==> config.mk <==
export PLATFORM = sky130hd
export DESIGN_NAME = siso_tx_scheduler
export DESIGN_NICKNAME = d
export VERILOG_FILES = /design/src/rtl/siso_tx_scheduler_pkg.sv /design/src/rtl/siso_tx_scheduler_arb.sv /design/src/rtl/siso_tx_scheduler.sv
export SDC_FILE = /design/constraint.sdc
export NUM_CORES = 1
export LEC_CHECK = 0
export BUFFER_PORTS_ARGS = -buffer_cell sky130_fd_sc_hd__buf_2
export CAP_MARGIN = 20
export CORE_MARGIN = 5
export CORE_UTILIZATION = 40
export DETAILED_ROUTE_END_ITERATION = 8
export HOLD_SLACK_MARGIN = 0.05
export PLACE_DENSITY = 0.68
export SETUP_SLACK_MARGIN = 0.5
export SLEW_MARGIN = 10
export SYNTH_ARGS = -nofsm -noshare
export SYNTH_HDL_FRONTEND = slang
export SYNTH_SLANG_ARGS = --single-unit
==> constraint.sdc <==
create_clock -name clk -period 1.61 [get_ports clk]
set_input_delay 0.161 -clock clk [delete_from_list [all_inputs] [get_ports clk]]
set_output_delay 0.161 -clock clk [all_outputs]
set_load 0.005 [all_outputs]
==> src/rtl/siso_tx_scheduler_pkg.sv <==
// Shared types and defaults for the two-requester SISO transmit scheduler.
// State encoding is fixed so existing debug tooling can decode it.
package siso_sched_pkg;

  typedef enum logic [1:0] {
    IDLE  = 2'd0,
    SHIFT = 2'd1,
    GAP   = 2'd2
  } state_t;

  localparam int DEF_WIDTH      = 8;
  localparam int DEF_GAP_CYCLES = 2;

endpackage

==> src/rtl/siso_tx_scheduler_arb.sv <==
// Two-way round-robin arbiter: combinational one-hot grant, zero latency.
// On a tie the requester that did not win last time is granted.
module rr_arbiter_2 (
  input  logic [1:0] valid,
  input  logic       last_grant,
  output logic [1:0] grant
);

  assign grant[0] = valid[0] & (~valid[1] | last_grant);
  assign grant[1] = valid[1] & (~valid[0] | ~last_grant);

endmodule

==> src/rtl/siso_tx_scheduler.sv <==
// Round-robin byte scheduler that serializes MSB-first onto a SISO chain; MSB appears 1 cycle after handshake.
// Requesters are only accepted in IDLE, so they stall for WIDTH+GAP_CYCLES+1 cycles per frame.
module siso_tx_scheduler
  import siso_sched_pkg::*;
#(
  parameter int WIDTH      = DEF_WIDTH,
  parameter int GAP_CYCLES = DEF_GAP_CYCLES,
  parameter int CNT_W      = $clog2(WIDTH)
) (
  input  logic             clk,
  input  logic             rst,
  input  logic             req0_valid,
  input  logic [WIDTH-1:0] req0_data,
  output logic             req0_ready,
  input  logic             req1_valid,
  input  logic [WIDTH-1:0] req1_data,
  output logic             req1_ready,
  output logic             ser_out,
  output logic             ser_en,
  output logic             grant_id,
  output logic             busy,
  output logic             frame_done
);

  localparam int GAP_W = (GAP_CYCLES > 1) ? $clog2(GAP_CYCLES) : 1;

  state_t           state;
  logic [WIDTH-1:0] shreg;
  logic [CNT_W-1:0] bit_cnt;
  logic [GAP_W-1:0] gap_cnt;
  logic             last_grant;
  logic [1:0]       grant;
  logic             hs;
  logic             last_bit;

  rr_arbiter_2 u_arb (
    .valid      ({req1_valid, req0_valid}),
    .last_grant (last_grant),
    .grant      (grant)
  );

  // Ready is masked by reset so nothing is accepted while the block is held.
  assign req0_ready = rst & (state == IDLE) & grant[0];
  assign req1_ready = rst & (state == IDLE) & grant[1];
  assign hs         = (req0_valid & req0_ready) | (req1_valid & req1_ready);

  assign last_bit   = (state == SHIFT) && (bit_cnt == CNT_W'(WIDTH - 1));
  assign ser_out    = shreg[WIDTH-1];
  assign ser_en     = (state == SHIFT);
  assign busy       = (state != IDLE);
  assign frame_done = last_bit;

  always_ff @(posedge clk or negedge rst) begin
    if (!rst) begin
      state      <= IDLE;
      shreg      <= '0;
      bit_cnt    <= '0;
      gap_cnt    <= '0;
      last_grant <= 1'b1;
      grant_id   <= 1'b0;
    end else begin
      case (state)
        IDLE: begin
          if (hs) begin
            shreg      <= grant[1] ? req1_data : req0_data;
            bit_cnt    <= '0;
            last_grant <= grant[1];
            grant_id   <= grant[1];
            state      <= SHIFT;
          end
        end
        SHIFT: begin
          // Zero fill leaves shreg cleared after the last bit, keeping ser_out low afterwards.
          shreg   <= shreg << 1;
          bit_cnt <= bit_cnt + CNT_W'(1);
          if (last_bit) begin
            if (GAP_CYCLES > 0) begin
              state   <= GAP;
              gap_cnt <= '0;
            end else begin
              state   <= IDLE;
            end
          end
        end
        GAP: begin
          gap_cnt <= gap_cnt + GAP_W'(1);
          if (gap_cnt == GAP_W'(GAP_CYCLES - 1)) state <= IDLE;
        end
        default: state <= IDLE;
      endcase
    end
  end

endmodule

==> flow_summary.json, run 1 <==
{
  "design.core.area_um2": 2230,
  "syn_area_um2": 948,
  "port_buffers": 26,
  "rr_startpoint": "state[0]",
  "nNetsFinal": 176,
  "yosysUniqueCellTypes": 30,
  "ys_ff_latch": 16,
  "cts_buffer_depth": 2,
  "yosys.area_share.simple": 0.208,
  "synth_top_family_by_area": "compound AO/OA/AOI/OAI gates",
  "dpl.hpwl_um": 1710,
  "clk_latency_ns": 0.30,
  "cts_tree": "done",
  "vias": 1001,
  "synth_area_leaders": "dfrtp_1 (40%), o41ai_2 (12%), nor3_1 (6.3%)",
  "drc": 0,
  "peakVddDrop_uv": 1190,
  "crit_fanout": 7,
  "area_delta_synth_final_pct": 63.7,
  "worstSetupPathType": "reg -> reg",
  "fin_worst_skew_ns": 0.00460,
  "pwr_density_cell_nw_per_um2": 1720,
  "setup.worst_path.start_class": "flip-flop",
  "cp-end-kind": "flip-flop",
  "power_leakage_nw": 0.742,
  "clkTransAtPathRegs_ns": 0.10,
  "cts_inserted_buffers": 3,
  "antenna_cells": 0,
  "synth_area_leader_cell": "dfrtp_1",
  "worst_pin_slew_ns": 0.361,
  "placed_cells": 145,
  "outcome": "completed",
  "layout_min_cycle_time_ns": 1.51,
  "drtIter0Drc": 20,
  "arrival_ns": 1.71,
  "synthMuxAreaShare": 0.0211,
  "synthXorXnorAreaFrac": 0,
  "finalNonFillerCells": 181,
  "required_ns": 1.82,
  "synth_fp_nets": 115,
  "place_ws_ns": 0.0849,
  "hold_start": "req0_valid",
  "grt_max_degree": 11,
  "ant_nets": 0,
  "synth_cells": 93,
  "fillCellCount": 156,
  "rows": 17,
  "drive_above_1_share": 0.706,
  "worstHoldPathType": "in -> reg",
  "ys_warn_count": 0,
  "max_cap_viol_count": 0,
  "first_pass_iters": 4,
  "antenna_found_initial": 0,
  "die_h_um": 58.7,
  "relSlewSlack": 0.758,
  "max_freq_mhz": 664,
  "async_reset_ff_frac": 1.00,
  "cts_sinks": 16,
  "die_w_um": 58.7,
  "gr-total-overflow": 0,
  "synth.top_cells.by_count": "dfrtp_1 (15), nor3_1 (12), nand2_1 (11)",
  "ys_seq_area_frac": 0.423,
  "synth_compound_area_frac": 0.255,
  "cts_root_buffer": "clkbuf_4",
  "io_pins": 27,
  "finalWeightedCongestion": 0.804,
  "synth_top_area_share": 0.396,
  "synth-edff-count": 0,
  "multiInputGateArea_um2": 629,
  "rsz0062_at_grt": "true",
  "hold_violations": 0,
  "drt_wl_total_um": 2970,
  "dieArea_um2": 3450,
  "regArea_um2": 403,
  "h-tree-depth": 1,
  "via_per_inst": 5.53,
  "final_util": 0.695,
  "crit_path_start": "state[0]",
  "power.total_w": 0.00267,
  "maxSlewViolCount": 0,
  "grt_pass1_vias": 1102,
  "grt_usage": 0.182,
  "synthAdderAreaFrac": 0.0264,
  "setup_slack_ns": 0.104,
  "yosysMostFrequentCell": "dfrtp_1",
  "grt_pass1_wl_um": 4830,
  "avgRoutedWirePerCell_um": 16.4,
  "tns_ns": 0,
  "setup_violations": 0,
  "avgSynthCellArea_um2": 10.2,
  "synthFlopType": "dfrtp_1",
  "finalCritPeriodShare": 0.936,
  "start_util": 0.425
}
==> power breakdown <==
group	leakage (nW)	switching, W	internal (W)	total, W
Clock	0.0210	0.000140	0.000138	0.000278
Sequential	0.201	0.000121	0.000582	0.000703
Combinational	0.520	0.000789	0.000895	0.00168
==> repair_timing <==
item | CTS | global route
hold buffers | 1 | 0
setup endpoints to repair | 20 | 21
setup buffers | 23 | 7
gates cloned | 1 | 0
endpoints found under the hold margin | 16 | 0
pin swaps | 9 | 4
gates resized for setup | 18 | 7
==> critical path, cell delays in order (launching register included) <==
cell     delay, ns
dfrtp_2       0.42
buf_4         0.16
buf_6         0.12
nor3_4        0.29
buf_4         0.18
a21oi_2       0.04
o41ai_2       0.20
==> cell type report <==
type,count,share of cell area
Clock buffer,4,0.0234
Inverter,4,0.0145
Multi-Input combinational cell,69,0.405
Sequential cell,16,0.259
Tap cell,28,0.0226
Timing Repair Buffer,60,0.275
==> state kept, by name (all words and copies together) (netlist names) <==
signal	count
shreg	8
last_grant	1
state	2
bit_cnt	3
grant_id	1
gap_cnt	1
==> stage by stage <==
| step | hold WS, ns | area, um2 |
|---|---|---|
| global route | 0.133 | 1550 |
| floorplan | -0.135 | 1010 |
| CTS | 0.106 | 1460 |
| finish | 0.118 | 1550 |
| global placement | -0.00614 | 1150 |
| detailed placement | -0.00314 | 1150 |
==> worst paths after layout <==
check | endpoint | slack [ns] | cells after the start
min reg2reg | grant_id | 0.49 | 1
max reg2reg | shreg[7] | 0.10 | 6
max | shreg[7] | 0.10 | 6
min | last_grant | 0.12 | 2
max in group asynchronous | state[0] | 0.95 | 3
min in group asynchronous | shreg[0] | 0.29 | 2
==> metal layers <==
metal / GRT usage / share of wire / vias to the layer above
met5: 0 / 0 / -
met4: 0.0583 / 0.0091 / 0
met3: 0.0373 / 0.044 / 4
met2: 0.337 / 0.54 / 25
met1: 0.206 / 0.41 / 504
li1: - / - / 468
==> cells in the final DEF (no fill, tap or decap), types with 3 or more instances in the layout <==
cell type	count
dfrtp_1	14
nand2_1	9
buf_6	3
buf_4	29
buf_2	25
o21ai_1	4
nor3_1	3
clkbuf_4	3
nor3_2	11
a21oi_2	8
o41ai_2	7
==> cells by family (layout without fill, tap and decap cells) <==
logic type,after synthesis,after routing
flip-flops,16,16
multiplexers,2,2
buffers and inverters,9,68
adder cells (fa/ha/maj),2,2
AO/OA/AOI/OAI,29,30
AND/OR/NAND/NOR,35,35
(Power assumes the default switching activity.)
==> run 2: changes to the inputs <==
--- a/config.mk
+++ b/config.mk
@@ -8,10 +8,10 @@
 export BUFFER_PORTS_ARGS = -buffer_cell sky130_fd_sc_hd__buf_2
 export CAP_MARGIN = 20
 export CORE_MARGIN = 5
-export CORE_UTILIZATION = 40
+export CORE_UTILIZATION = 50
 export DETAILED_ROUTE_END_ITERATION = 8
 export HOLD_SLACK_MARGIN = 0.05
-export PLACE_DENSITY = 0.68
+export PLACE_DENSITY = 0.81
 export SETUP_SLACK_MARGIN = 0.5
 export SLEW_MARGIN = 10
 export SYNTH_ARGS = -nofsm -noshare
==> constraint.sdc (replaced) <==
create_clock -name clk -period 1.61 [get_ports clk]
set_input_delay 0.4025 -clock clk [delete_from_list [all_inputs] [get_ports clk]]
set_output_delay 0.4025 -clock clk [all_outputs]
set_load 0.005 [all_outputs]
==> flow_summary.json, run 2 (same netlist as run 1, synthesis figures left out) <==
{
  "outcome": "finished, violations left",
  "violations": "setup timing",
  "gr-total-overflow": 0,
  "dieArea_um2": 2870,
  "worst_pin_slew_ns": 0.241,
  "drive_above_1_share": 0.687,
  "area_delta_synth_final_pct": 69.5,
  "reg_top3": "shreg: 8 flops, bit_cnt: 3 flops, state: 2 flops",
  "combPwrFrac": 0.659,
  "regArea_um2": 402,
  "arrival_ns": 1.42,
  "layout_commonest_cell": "buf_2",
  "busiest_layer": "met2",
  "fillCellCount": 73,
  "grt_usage": 0.218,
  "grt_max_degree": 17,
  "power_switching_w": 0.00119,
  "drt_wl_total_um": 3690,
  "cts_root_buffer": "clkbuf_4",
  "worstSetupPathType": "reg -> out",
  "setup_violations": 3,
  "antenna_cells": 0,
  "clk_latency_ns": 0.30,
  "rows": 15,
  "rsz0062_at_grt": "true",
  "use_met2": 0.361,
  "cts_tree": "done",
  "clkTransAtPathRegs_ns": 0.10,
  "crit_fanout": 3,
  "grt_pass1_vias": 906,
  "use_met1": 0.274,
  "first_pass_iters": 4,
  "top_register": "shreg",
  "place_ws_ns": -0.0460,
  "nNetsFinal": 170,
  "power.total_w": 0.00290,
  "vias": 1057,
  "largest_reg_flops": 8,
  "power_leakage_nw": 0.736,
  "max_cap_viol_count": 0,
  "relSlewSlack": 0.838,
  "finalCritPeriodShare": 1.13,
  "port_buffers": 26,
  "start_util": 0.538,
  "pwr_density_cell_nw_per_um2": 1800,
  "p_seq_frac": 0.244,
  "finalWeightedCongestion": 0.796,
  "peakVddDrop_uv": 1280,
  "ant_nets": 0,
  "required_ns": 1.21,
  "layout_min_cycle_time_ns": 1.82,
  "worstHoldPathType": "in -> async",
  "h-tree-depth": 1,
  "dpl.hpwl_um": 1640,
  "design.core.area_um2": 1760,
  "setup.worst_path.start_class": "flip-flop",
  "via_per_inst": 6.15,
  "reg2reg_depth": 7,
  "cts_sinks": 16,
  "clkPwrFrac": 0.098,
  "setup_slack_ns": -0.214,
  "swShare": 0.410,
  "die_w_um": 53.6,
  "cts_inserted_buffers": 3,
  "io_pins": 27,
  "hold_violations": 0,
  "max_freq_mhz": 548,
  "avgRoutedWirePerCell_um": 21.5,
  "drc": 0,
  "antenna_found_initial": 0,
  "layout_common_cells": "buf_2 (25), dfrtp_1 (15), buf_4 (14)",
  "maxSlewViolCount": 0,
  "multiInputGateArea_um2": 679,
  "cp-end-kind": "output pin",
  "met3_usage": 0.0416,
  "drtIter0Drc": 44,
  "fin_worst_skew_ns": 0.00580,
  "grt_pass1_wl_um": 4400,
  "cts_buffer_depth": 2,
  "die_h_um": 53.6,
  "p_int_w": 0.00171
}
==> run 2: changes by cell type in the layout (fill, tap and decap cells not counted), sizes merged <==
cell	before	now
buf	59	52
clkbuf	4	5
==> run 2: critical path, stage by stage, from the launching register on <==
cell and delay [ns]:
dfrtp_1 0.43, or2_4 0.29, nor2_4 0.11, nand2_2 0.07, a21oi_2 0.10, buf_2 0.13
==> run 2: layout make-up <==
class,instances,share of cell area
multi-input combinational,69,0.423
sequential,16,0.250
clock buffer,4,0.0226
timing repair buffer,54,0.272
inverter,4,0.0140
tap,25,0.0195
==> run 2: worst paths after layout <==
path | start | endpoint | slack, ns
min | rst | shreg[2] | 0.08
max reg2reg | state[1] | shreg[5] | 0.11
min reg2reg | grant_id | grant_id | 0.49
max in group asynchronous | rst | grant_id | 1.06
min in group clk | req0_data[0] | shreg[0] | 0.41
max | state[1] | req0_ready | -0.21
==> run 2: power groups by stage <==
stage	Sequential, W	Clock (W)	Combinational [W]
2_1_floorplan	0.000685	0	0.000797
3_3_place_gp	0.000684	0	0.00100
3_5_place_dp	0.000686	0	0.00105
4_1_cts	0.000682	0.000273	0.00129
5_1_grt	0.000719	0.000305	0.00201
6_report	0.000706	0.000283	0.00191
==> run 2: per-stage QoR <==
step	instances	cell area (um2)	hold WS, ns	setup TNS [ns]	utilization
after floorplan	93	1000	0.107	0	-
final	172	1610	0.0804	-0.463	0.911
after detailed placement	147	1190	0.205	-0.289	0.674
after CTS	160	1360	0.0966	-0.322	0.769
after global routing	172	1610	0.0855	-0.618	0.911
after global placement	147	1190	0.201	-0.0625	0.674
==> run 2: per-layer routing <==
layer,share of wire,vias up
li1,-,451
met1,0.37,526
met2,0.52,68
met3,0.070,12
met4,0.035,0
met5,0,-
==> run 2: repair_timing <==
| action | in CTS | in global routing |
|---|---|---|
| gates cloned | 1 | 1 |
| pin swaps | 6 | 20 |
| setup buffers | 7 | 11 |
| endpoints found under the hold margin | 1 | 0 |
| setup endpoints to repair | 20 | 23 |
| resized for setup | 15 | 32 |
| hold buffers | 1 | 0 |
